### src/rtl/bm_dag3_solver.sv
// Exhaustive inverse solver for the 3-level adder/subtractor DAG: scans every
// (a_in, b_in) pair, streams the ones whose DAG output equals the target.
module bm_dag3_solver #(
   parameter int BITS = 2
) (
   input  logic                clock,
   input  logic                reset_n,
   input  logic                tgt_valid,
   output logic                tgt_ready,
   input  logic [BITS-1:0]     tgt_value,
   output logic                sol_valid,
   input  logic                sol_ready,
   output logic [BITS-1:0]     sol_a,
   output logic [BITS-1:0]     sol_b,
   output logic                done,
   output logic [2*BITS:0]     match_count,
   output logic                busy
);

   localparam int CW = 2 * BITS;
   localparam int MW = 2 * BITS + 1;

   typedef enum logic [1:0] {
      S_IDLE,
      S_SCAN,
      S_EMIT,
      S_DONE
   } state_t;

   state_t          state_q, state_d;
   logic [CW-1:0]   cnt_q, cnt_d;
   logic [BITS-1:0] target_q, target_d;
   logic [BITS-1:0] sol_a_q, sol_a_d;
   logic [BITS-1:0] sol_b_q, sol_b_d;
   logic            sol_valid_q, sol_valid_d;
   logic [MW-1:0]   match_count_q, match_count_d;
   logic            last_hit_q, last_hit_d;

   logic [BITS-1:0] cand_x, cand_y;
   logic [BITS-1:0] dag_a, dag_b, dag_c, dag_d, dag_f;
   logic            cand_last, cand_match;

   // The counter holds x in its upper half so y naturally increments fastest.
   always_comb begin
      cand_x     = cnt_q[CW-1:BITS];
      cand_y     = cnt_q[BITS-1:0];
      dag_c      = cand_x + cand_y;
      dag_a      = cand_y + dag_c;
      dag_b      = cand_x - dag_c;
      dag_d      = dag_b + cand_y;
      dag_f      = dag_a + dag_b + dag_c + dag_d;
      cand_last  = &cnt_q;
      cand_match = (dag_f == target_q);
   end

   always_comb begin
      state_d       = state_q;
      cnt_d         = cnt_q;
      target_d      = target_q;
      sol_a_d       = sol_a_q;
      sol_b_d       = sol_b_q;
      sol_valid_d   = sol_valid_q;
      match_count_d = match_count_q;
      last_hit_d    = last_hit_q;

      case (state_q)
         S_IDLE: begin
            if (tgt_valid) begin
               target_d      = tgt_value;
               match_count_d = '0;
               cnt_d         = '0;
               state_d       = S_SCAN;
            end
         end
         S_SCAN: begin
            cnt_d = cnt_q + 1'b1;
            if (cand_match) begin
               sol_a_d       = cand_x;
               sol_b_d       = cand_y;
               sol_valid_d   = 1'b1;
               match_count_d = match_count_q + 1'b1;
               last_hit_d    = cand_last;
               state_d       = S_EMIT;
            end else if (cand_last) begin
               state_d = S_DONE;
            end
         end
         // The counter already wrapped when the final candidate matched, so
         // last_hit_q is the only record that the scan is finished.
         S_EMIT: begin
            if (sol_ready) begin
               sol_valid_d = 1'b0;
               state_d     = last_hit_q ? S_DONE : S_SCAN;
            end
         end
         S_DONE: begin
            state_d = S_IDLE;
         end
         default: begin
            state_d = S_IDLE;
         end
      endcase
   end

   always_ff @(posedge clock or negedge reset_n) begin
      if (!reset_n) begin
         state_q       <= S_IDLE;
         cnt_q         <= '0;
         target_q      <= '0;
         sol_a_q       <= '0;
         sol_b_q       <= '0;
         sol_valid_q   <= 1'b0;
         match_count_q <= '0;
         last_hit_q    <= 1'b0;
      end else begin
         state_q       <= state_d;
         cnt_q         <= cnt_d;
         target_q      <= target_d;
         sol_a_q       <= sol_a_d;
         sol_b_q       <= sol_b_d;
         sol_valid_q   <= sol_valid_d;
         match_count_q <= match_count_d;
         last_hit_q    <= last_hit_d;
      end
   end

   assign tgt_ready   = (state_q == S_IDLE);
   assign busy        = (state_q != S_IDLE);
   assign done        = (state_q == S_DONE);
   assign sol_valid   = sol_valid_q;
   assign sol_a       = sol_a_q;
   assign sol_b       = sol_b_q;
   assign match_count = match_count_q;

endmodule

### config.mk
export PLATFORM = sky130hd
export DESIGN_NAME = bm_dag3_solver
export DESIGN_NICKNAME = d
export VERILOG_FILES = /design/src/rtl/bm_dag3_solver.sv
export SDC_FILE = /design/constraint.sdc
export NUM_CORES = 1
export LEC_CHECK = 0
export CORE_MARGIN = 5
export CORE_UTILIZATION = 25
export DETAILED_ROUTE_END_ITERATION = 12
export PLACE_DENSITY = 0.42
export SLEW_MARGIN = 10
export SYNTH_ARGS = -nofsm -noshare
export SYNTH_HDL_FRONTEND = slang
export SYNTH_SLANG_ARGS = --single-unit
### constraint.sdc
create_clock -name clock -period 4 [get_ports clock]
set_input_delay 0.8 -clock clock [delete_from_list [all_inputs] [get_ports clock]]
set_output_delay 0.8 -clock clock [all_outputs]
set_load 0.02 [all_outputs]
==> impl_metrics.env <==
export IMPL_outcome="complete, no violations"
export IMPL_synth_distinct_cells=32
export IMPL_max_slew_margin_rel=0.410
export IMPL_crit_type="flop to primary output"
export IMPL_power_mw=0.995
export IMPL_fin_skew_ns=0.00329
export IMPL_grt_overflow_total=0
export IMPL_finalSetupViolCount=0
export IMPL_cap_violations=0
export IMPL_postCtsSetupBuffers=0
export IMPL_synth_seq_area_share=0.476
export IMPL_synthFlopType="dfrtp_1"
export IMPL_num_rows=23
export IMPL_clk_pin_slew_ns=0.07
export IMPL_io_buffers=18
export IMPL_vias=699
export IMPL_whs_path_depth=1
export IMPL_clkLatencyLatePin_ns=0.26
export IMPL_power_density_nw_per_um2=785
export IMPL_viasPerCell=4.51
export IMPL_internal_power_mw=0.594
export IMPL_required_ns=3.20
export IMPL_ys_seq_elements=19
export IMPL_numCtsBuffers=3
export IMPL_postCtsHoldBufs=0
export IMPL_grt_max_degree=20
export IMPL_ir_drop_v=0.000270
export IMPL_synth_edf_count=0
export IMPL_syn_to_final_growth_pct=26.8
export IMPL_fmax_mhz=411
export IMPL_worstMarginPinSlew_ns=0.882
export IMPL_initial_core_util=0.254
export IMPL_dieArea_sq_um=5360
export IMPL_core_area_sq_um=3940
export IMPL_syn_nets=95
export IMPL_grt_pass1_wl_um=3700
export IMPL_finalHoldViolCount=0
export IMPL_wl_um=2120
export IMPL_netlist_instances=87
export IMPL_drv_slew=0
export IMPL_worst_setup_path_start_kind="flop"
export IMPL_sw_frac_of_total=0.403
export IMPL_cts_tree="built"
export IMPL_synth_area_leaders="dfrtp_1 (48%), mux2_2 (4.5%), mux2_4 (4.5%)"
export IMPL_p_clk_frac=0.137
export IMPL_syn_area_sq_um=1000
export IMPL_antenna_found_initial=0
export IMPL_rsz0062_at_grt="false"
export IMPL_ios=19
export IMPL_cts_repair_resized=0
export IMPL_end_kind="primary output"
export IMPL_ys_warn_count=0
export IMPL_p_leak_nw=0.572
export IMPL_die_w_um=73.2
export IMPL_reg2reg_depth=3
export IMPL_yosys_area_top_type="dfrtp_1"
export IMPL_gp_congestion=0.752
export IMPL_pwr_share_seq=0.363
export IMPL_finalCritPeriodShare=0.608
export IMPL_worstHoldPathType="flop to flop"
export IMPL_grt_pass1_vias=769
export IMPL_root_buffer="clkbuf_8"
export IMPL_clock_path_buffers=2
export IMPL_p_switching_mw=0.401
export IMPL_pwr_share_comb=0.501
export IMPL_cp_max_fo=14
export IMPL_ant_nets=0
export IMPL_synth_top_area_frac=0.476
export IMPL_nNetsFinal=114
export IMPL_design_area_sq_um=1270
export IMPL_drc=0
export IMPL_cp_data_arrival_time_ns=1.63
export IMPL_drt_iter0_markers=22
export IMPL_diodes=0
export IMPL_grtUsageTotal=0.0902
export IMPL_cts_sinks=19
export IMPL_post_route_min_period_ns=2.43
export IMPL_drive_gt1_frac=0.133
export IMPL_dr_pass1_iters=4
export IMPL_dp_hpwl_um=1550
export IMPL_dieHeight_um=73.2
export IMPL_dpl_cell_area_sq_um=1220
export IMPL_wire_per_inst_um=13.7
export IMPL_htree_levels=1
export IMPL_synthArstFlopShare=1.00
export IMPL_fin_tns_setup_ns=0
export IMPL_synth_area_per_cell_sq_um=11.5
critical path, cell delays in order (launching register included):
cell	delay [ns]
dfrtp_1	0.59
and2_1	0.19
clkdlybuf4s50_1	0.60
path summary, 6_finish.rpt:
path / startpoint / to / slack, ns
worst max-delay path: state_q[0] / done / 1.57
worst min-delay path: match_count[4] / match_count[4] / 0.47
worst max register to register: cnt_q[2] / sol_a[1] / 2.42
worst min register to register: match_count[4] / match_count[4] / 0.47
max in group asynchronous: reset_n / cnt_q[0] / 2.41
min in group asynchronous: reset_n / last_hit_q / 1.04
flip-flops by register name (all words and copies together) (netlist names):
signal / count
sol_b: 2
cnt_q: 4
sol_a: 2
match_count: 5
sol_valid: 1
last_hit_q: 1
state_q: 2
target_q: 2
metrics by stage:
stage / hold WS, ns / util / setup WS, ns / std cells
floorplan: 0.493 / - / 2.10 / 87
global placement: 0.463 / 0.310 / 1.82 / 151
detailed placement: 0.474 / 0.310 / 1.81 / 151
CTS: 0.484 / 0.321 / 1.57 / 155
global route: 0.501 / 0.321 / 1.47 / 155
finish: 0.474 / 0.321 / 1.57 / 155
per-layer routing:
layer  track usage  wire length [um]  vias to the layer above
met5             0                 0                        -
met4        0.0369                36                        0
met3        0.0193                75                        4
met2         0.136               973                       13
met1         0.125              1030                      335
li1              -                 -                      347
power groups by stage:
| stage | Sequential, mW | Combinational, mW | Clock (mW) |
|---|---|---|---|
| after floorplan | 0.349 | 0.358 | 0 |
| after global placement | 0.362 | 0.504 | 0 |
| after detailed placement | 0.366 | 0.503 | 0 |
| after CTS | 0.362 | 0.507 | 0.140 |
| after global routing | 0.376 | 0.546 | 0.148 |
| final | 0.361 | 0.498 | 0.136 |
layout by cell type, fill, tap and decap left out, types with 2 or more instances in the layout:
cell type        netlist  layout
a21oi_1                2       2
a22o_1                 4       4
and3_1                 2       2
clkbuf_8               0       3
clkdlybuf4s50_1        0      18
dfrtp_1               19      19
ha_1                   2       2
inv_1                  4       4
mux2_2                 4       4
mux2_4                 3       3
mux2i_1                4       4
nand2_1                8       8
nand2b_1               3       3
nand3_1                5       5
nor2_1                 3       3
o211ai_1               3       3
o21ai_0                3       3
Yosys cell counts, drive strengths merged, types with 2 or more instances:
library cell / instances
a22o: 4
clkbuf: 2
nand3: 5
inv: 4
dfrtp: 19
ha: 2
o211ai: 3
o21ai: 4
and3: 2
mux2: 7
nand2b: 3
a21oi: 2
buf: 2
nand2: 9
nor2: 3
nor3b: 2
mux2i: 4
kinds of logic (layout without fill, tap and decap cells):
group | after synthesis | after routing | share of synthesized area
AO/OA/AOI/OAI | 17 | 17 | 0.118
multiplexers | 11 | 11 | 0.130
XOR/XNOR | 3 | 3 | 0.0601
flip-flops | 19 | 19 | 0.476
adder cells (fa/ha/maj) | 2 | 2 | 0.0250
AND/OR/NAND/NOR | 27 | 27 | 0.156
buffers and inverters | 8 | 26 | 0.0350
area by class of cell:
type	instances	area, sq um
Fill cell	396	2680
Multi-Input combinational cell	60	489
Sequential cell	19	475
Timing Repair Buffer	18	180
Tap cell	50	62.6
Clock buffer	4	45.0
Inverter	4	15.0
Note: power is estimated with default switching activity, not from simulation.
